--- src/rtl/hyper_cfg_seq_pkg.sv ---
// Shared types and boot-table constants for the HyperBus configuration sequencer.
package hyper_cfg_seq_pkg;

  localparam int unsigned RegAddrWidth     = 48;
  localparam int unsigned RegDataWidth     = 32;
  localparam int unsigned RegStrbWidth     = RegDataWidth / 8;
  localparam int unsigned HypCfgNumEntries = 4;
  localparam int unsigned HypPowerUpCycles = 150;

  typedef struct packed {
    logic [RegAddrWidth-1:0] addr;
    logic                    write;
    logic [RegDataWidth-1:0] wdata;
    logic [RegStrbWidth-1:0] wstrb;
    logic                    valid;
  } hyp_reg_req_t;

  typedef struct packed {
    logic [RegDataWidth-1:0] rdata;
    logic                    error;
    logic                    ready;
  } hyp_reg_rsp_t;

  typedef struct packed {
    logic [RegAddrWidth-1:0] addr;
    logic [RegDataWidth-1:0] data;
  } hyp_cfg_entry_t;

  typedef enum logic [1:0] {
    ST_WAIT  = 2'd0,
    ST_WRITE = 2'd1,
    ST_PASS  = 2'd2
  } hyp_cfg_state_e;

  // Default boot table: PHY timing, latency, chip-select 0 and 1 config.
  localparam hyp_cfg_entry_t [HypCfgNumEntries-1:0] HypCfgTable = {
    hyp_cfg_entry_t'{addr: 48'h0000_0000_000C, data: 32'h0000_0001},
    hyp_cfg_entry_t'{addr: 48'h0000_0000_0008, data: 32'h0000_0001},
    hyp_cfg_entry_t'{addr: 48'h0000_0000_0004, data: 32'h0000_0006},
    hyp_cfg_entry_t'{addr: 48'h0000_0000_0000, data: 32'h0000_0002}
  };

  function automatic logic [HypCfgNumEntries-1:0][RegAddrWidth-1:0] hyp_cfg_addrs(
    input hyp_cfg_entry_t [HypCfgNumEntries-1:0] tbl
  );
    logic [HypCfgNumEntries-1:0][RegAddrWidth-1:0] res;
    for (int unsigned i = 0; i < HypCfgNumEntries; i++) res[i] = tbl[i].addr;
    return res;
  endfunction

  function automatic logic [HypCfgNumEntries-1:0][RegDataWidth-1:0] hyp_cfg_datas(
    input hyp_cfg_entry_t [HypCfgNumEntries-1:0] tbl
  );
    logic [HypCfgNumEntries-1:0][RegDataWidth-1:0] res;
    for (int unsigned i = 0; i < HypCfgNumEntries; i++) res[i] = tbl[i].data;
    return res;
  endfunction

endpackage

--- src/rtl/hyper_cfg_seq.sv ---
// Boot-time HyperBus config sequencer: waits a power-up delay, writes a fixed
// register table, then passes SoC register traffic straight through.
module hyper_cfg_seq
  import hyper_cfg_seq_pkg::*;
#(
  parameter int unsigned NumEntries    = 4,
  parameter int unsigned PowerUpCycles = 150,
  parameter int unsigned AddrWidth     = RegAddrWidth,
  parameter int unsigned DataWidth     = RegDataWidth,
  parameter logic [NumEntries-1:0][AddrWidth-1:0] CfgAddr = '0,
  parameter logic [NumEntries-1:0][DataWidth-1:0] CfgData = '0,
  parameter type reg_req_t = hyp_reg_req_t,
  parameter type reg_rsp_t = hyp_reg_rsp_t
) (
  input  logic     clk_i,
  input  logic     rst_i,
  input  logic     restart_i,
  input  reg_req_t slv_req_i,
  output reg_rsp_t slv_rsp_o,
  output reg_req_t mst_req_o,
  input  reg_rsp_t mst_rsp_i,
  output logic     busy_o,
  output logic     done_o,
  output logic     err_o
);

  localparam int unsigned IdxWidth = (NumEntries > 1) ? $clog2(NumEntries) : 1;
  localparam int unsigned CntWidth = (PowerUpCycles > 1) ? $clog2(PowerUpCycles + 1) : 1;

  hyp_cfg_state_e      state_q, state_d;
  logic [CntWidth-1:0] cnt_q, cnt_d;
  logic [IdxWidth-1:0] idx_q, idx_d;
  logic                err_q, err_d;
  logic                restart_pend_q, restart_pend_d;

  always_ff @(posedge clk_i) begin
    if (rst_i) begin
      state_q        <= ST_WAIT;
      cnt_q          <= '0;
      idx_q          <= '0;
      err_q          <= 1'b0;
      restart_pend_q <= 1'b0;
    end else begin
      state_q        <= state_d;
      cnt_q          <= cnt_d;
      idx_q          <= idx_d;
      err_q          <= err_d;
      restart_pend_q <= restart_pend_d;
    end
  end

  always_comb begin
    state_d        = state_q;
    cnt_d          = cnt_q;
    idx_d          = idx_q;
    err_d          = err_q;
    restart_pend_d = restart_pend_q;
    mst_req_o      = '0;
    slv_rsp_o      = '0;

    unique case (state_q)
      ST_WAIT: begin
        if (cnt_q == CntWidth'(PowerUpCycles - 1)) begin
          state_d = ST_WRITE;
          idx_d   = '0;
          cnt_d   = '0;
        end else begin
          cnt_d = cnt_q + 1'b1;
        end
      end
      ST_WRITE: begin
        mst_req_o.valid = 1'b1;
        mst_req_o.write = 1'b1;
        mst_req_o.addr  = CfgAddr[idx_q];
        mst_req_o.wdata = CfgData[idx_q];
        mst_req_o.wstrb = '1;
        if (mst_rsp_i.ready) begin
          if (mst_rsp_i.error) err_d = 1'b1;
          if (idx_q == IdxWidth'(NumEntries - 1)) state_d = ST_PASS;
          else                                     idx_d   = idx_q + 1'b1;
        end
      end
      ST_PASS: begin
        mst_req_o = slv_req_i;
        slv_rsp_o = mst_rsp_i;
        // A restart never cuts an in-flight SoC transfer; it waits for an idle cycle.
        if (!slv_req_i.valid && (restart_i || restart_pend_q)) begin
          state_d        = ST_WAIT;
          cnt_d          = '0;
          restart_pend_d = 1'b0;
        end else if (restart_i) begin
          restart_pend_d = 1'b1;
        end
      end
      default: state_d = ST_WAIT;
    endcase

    // Requests drop in the very cycle reset is applied; the target shares this reset.
    if (rst_i) begin
      mst_req_o = '0;
      slv_rsp_o = '0;
    end
  end

  assign busy_o = (state_q != ST_PASS);
  assign done_o = (state_q == ST_PASS);
  assign err_o  = err_q;

endmodule

--- config.mk ---
export PLATFORM = sky130hd
export DESIGN_NAME = hyper_cfg_seq
export DESIGN_NICKNAME = d
export VERILOG_FILES = /design/src/rtl/hyper_cfg_seq_pkg.sv /design/src/rtl/hyper_cfg_seq.sv
export SDC_FILE = /design/constraint.sdc
export NUM_CORES = 1
export LEC_CHECK = 0
export ABC_AREA = 1
export CAP_MARGIN = 20
export CORE_AREA = 2 2 96 98
export CTS_CLUSTER_DIAMETER = 150
export DETAILED_ROUTE_END_ITERATION = 7
export DIE_AREA = 0 0 98 100
export DONT_BUFFER_PORTS = 1
export PLACE_DENSITY_LB_ADDON = 0.3
export SLEW_MARGIN = 40
export SYNTH_ARGS = -nofsm -noshare
export SYNTH_HDL_FRONTEND = slang
export SYNTH_SLANG_ARGS = --single-unit
--- constraint.sdc ---
create_clock -name clk_i -period 2.48 [get_ports clk_i]
set_input_delay 0.372 -clock clk_i [delete_from_list [all_inputs] [get_ports clk_i]]
set_output_delay 0.372 -clock clk_i [all_outputs]
set_load 0.05 [all_outputs]
# Yosys cells after proc, flatten, opt, wreduce, memory -nomap -nowiden
# Index checks and enable logic that the tools add are counted.
[totals]
reg_bits = 14
in_bits = 123
out_inout_bits = 123
elab_cells = 52
[classes]
add_sub_neg = 2
n_lt_le_gt_ge = 1
eq_ne = 10
mux = 22
n_reduce_logical = 12
[ops]
columns = ["op", "n"]
rows = [
  ["$pmux 86 s2", 1],
  ["$bmux 48 s2", 1],
  ["$mux 86", 1],
  ["$mux 34", 2],
  ["$bmux 32 s2", 1],
  ["$mux 48", 1],
  ["$mux 32", 1],
  ["$mux 8", 2],
  ["$pmux 8 s2", 1],
  ["$mux 2", 7],
  ["$ne 2x2->1 const B", 5],
  ["$add 8x1->8 const B", 1],
  ["$eq 8x8->1 const B", 1],
  ["$reduce_and 4->1", 2],
  ["$pmux 2 s3", 1],
  ["$reduce_bool 2->1", 3],
  ["$eq 2x2->1 const B", 2],
  ["$pmux 2 s2", 1],
  ["$reduce_and 2->1", 2],
  ["$lt 2x3->1 const B", 1],
  ["$reduce_and 3->1", 1],
  ["$add 2x1->2 const B", 1],
  ["$eq 2x1->1 const B", 1],
  ["$logic_not 2->1", 1],
  ["5 further kinds", 6],
]

# Longest topological paths before layout
[depth]
ltp_word = 4
ltp_mapped = 11
mapped_depth_nobuf = 10

# Least setup slack after synthesis
# OpenSTA, ideal clock, no wires.
[synth_timing]
path_type = "flip-flop to output port"
start = "register state_q[0]"
end = "output port mst_req_o[1] in the netlist's numbering"
arrival_ns = 2.175
required_ns = 2.108
path_slack_ns = -0.067
stages_incl_launch_ff = 7
path_buffers = 2
cell_sequence = "dfxtp_1 -> inv_1 -> ha_1 -> buf_6 -> clkbuf_1 -> nand2_1 -> a21oi_1"
[synth_lines]
columns = ["item", "line_no", "text"]
rows = [
  ["from (decl)", "hyper_cfg_seq.sv:30", "hyp_cfg_state_e state_q, state_d;"],
  ["from (signal assigned)", "hyper_cfg_seq.sv:44", "state_q <= state_d;"],
  ["to (decl)", "hyper_cfg_seq.sv:20", "output reg_req_t mst_req_o,"],
]

==> run metrics <==
status complete, no violations; Post-Synthesis Cells 401; grt ovf 0; first-pass GRT wire length 11.0 mm; Num Clock Sinks 14; leakage power 1.43 nW; count of different cell masters after synthesis 20; CP Buf/Inv Count 3; DR DRC count 0; CP arrival 1.86 ns; skew final 0.00185 ns; Finished Core Util 32.6%; total number of vias 2,732; commonest non-fill, non-tap cell in the layout nand2_1; Site Rows 35; Top Family by Delay on Critical Path buffers and inverters; maximum vdd drop 0.000474 V; Cell Chain, Critical Path inv_1 -> ha_4 -> buf_4 -> nand2_1 -> a21oi_2 -> buf_4; register area share after synthesis 14.8%; Die X-Extent 98 um; I/O pin total 246; clock transition at the registers of the reported paths 0.06 ns; # diodes 0; vias in the first global route 2,376; DRT Pass-1 Iters 5; Total Routing Usage GR 13.4%; setup TNS 0 ns; final std cells w/o fill 610; CTS buffer count 3; Total Wirelength 7.24 mm; crit-path max cell delay 0.38 ns; WHS 0.255 ns; pre-CTS WS 0.506 ns; area of placed instances 2860 um2; fillers 1,000; Data required, critical path 2.11 ns; Inst Count DP 607; Post-Syn Area per Cell 4.72 um2; gpl congestion 0.829; initial core utilization 21.3%; Hold Vio Cnt, Final 0; number of setup violations in the final report 0; Reg area 280 um2; worst-margin pin slew 0.511 ns; crit path time final 2.24 ns; f_max 447 MHz; Worst setup SP type flop; Syn Std Cell Area 1890 um2; Nets 630; worst-skew pair later-pin latency 0.25 ns; H-tree levels 1; peak fanout along the critical path 30; Syn Nets 530; antenna viol nets, final 0; Vias/cell 4.48; power per cell area 742 nW/um2; area growth from synthesis to layout 53.1%; synthesis-stage register bit count 14; Design Area, Final 2900 um2; CTS root buf clkbuf_8; WL/cell 11.9 um; First DRT Iteration DRCs 77; core footprint 8890 um2; total power 2.15 mW; # Post-CTS Setup Buffers 0; worst setup margin 0.245 ns; unrepaired setup endpoints after global routing no; hold_buf cts 0; antenna violations before repair 0; DPL Wire Length 5.94 mm; cell mode on critical path buf_4; PortBufs 0; Worst setup EP type output port; Crit-path slowest cell ha_4; YS warnings 0; Pins Over Slew Limit 0; Setup CP Type reg -> out; multi-input combinational cell area 1410 um2; TritonCTS clock tree yes; share of post-route cells with drive strength above 1 28.3%; final critical-path share of the clock period 90.1%; CTS Buffer Depth 2; most frequent cells in the layout 155 x nand2_1, 137 x nor2_1, 122 x buf_4; MaxCap Viol Count 0; Die Span Y 100 um; Slew headroom 65.9%; die area 9800 um2; largest net degree at the start of global routing 117; Resize count post-CTS 0; Worst Hold Class in -> reg
==> Yosys cell counts <==
| master | instances | share of area, % |
|---|---|---|
| nand2_1 | 155 | 31 |
| nor2_1 | 137 | 27 |
| inv_1 | 22 | 4.4 |
| buf_2 | 17 | 4.5 |
| dfxtp_1 | 14 | 15 |
| nand3_1 | 11 | 2.9 |
| a21oi_1 | 10 | 2.6 |
| clkbuf_1 | 9 | 1.8 |
| ha_1 | 6 | 4.0 |
| nand4_1 | 4 | 1.3 |
| nand2_2 | 3 | 0.99 |
| o21ai_0 | 3 | 0.79 |
| buf_6 | 2 | 1.2 |
| inv_2 | 2 | 0.40 |
| clkinv_1 | 1 | 0.20 |
| nor2_2 | 1 | 0.33 |
| nor2_4 | 1 | 0.59 |
| nor3b_1 | 1 | 0.40 |
| o211ai_2 | 1 | 0.66 |
| or2_2 | 1 | 0.33 |
==> per-layer routing <==
layer | GRT usage [%] | part of all wire (%)
met1 | 16.2 | 42
met2 | 24.7 | 48
met3 | 3.20 | 9.2
met4 | 2.14 | 0.66
met5 | 0 | 0
==> worst register-to-register path, delay by kind of cell, from the launching register on <==
kind / cells / cell delay (ns)
buffers and inverters: 3 / 0.63
adder cells (fa/ha/maj): 1 / 0.38
AND/OR/NAND/NOR: 3 / 0.38
flip-flops: 1 / 0.31
AO/OA/AOI/OAI: 1 / 0.14
==> report_power, final <==
group          internal, mW  leakage (nW)  total [mW]  switching, mW
clock network         0.108        0.0216       0.190         0.0826
logic                 0.454          1.30        1.65           1.20
registers             0.267         0.114       0.307         0.0404
==> cells by family (layout without fill, tap and decap cells) <==
kind of cell,count (synthesis),after routing,share of synthesized area (%)
AOI/OAI and AO/OA,14,14,4.09
adders and majority gates,6,6,3.96
buffers and inverters,53,151,12.4
DFF,14,14,14.8
and+or+nand+nor,314,314,64.7
==> state kept, by name, summed over array words and instances, names as in the netlist <==
signal and cells:
state_q 2, err_o 1, restart_pend_q 1, cnt_q 8
idx_q 2
==> final timing paths <==
path / start / depth (start not counted) / slack [ns] / to
setup / recovery: state_q[0] / 6 / 0.24 / mst_req_o[2]
hold / removal: rst_i / 1 / 0.26 / err_o
setup reg to reg: state_q[0] / 8 / 0.53 / cnt_q[7]
hold reg to reg: restart_pend_q / 2 / 0.50 / restart_pend_q
==> area by class of cell <==
cell class / count / area share [%]
inverters: 25 / 3.24
repair buffers: 123 / 32.3
well taps: 111 / 4.79
clock buffers: 3 / 1.42
multi-input cells: 334 / 48.6
flip-flops and latches: 14 / 9.66
Note: power is estimated with default switching activity, not from simulation.
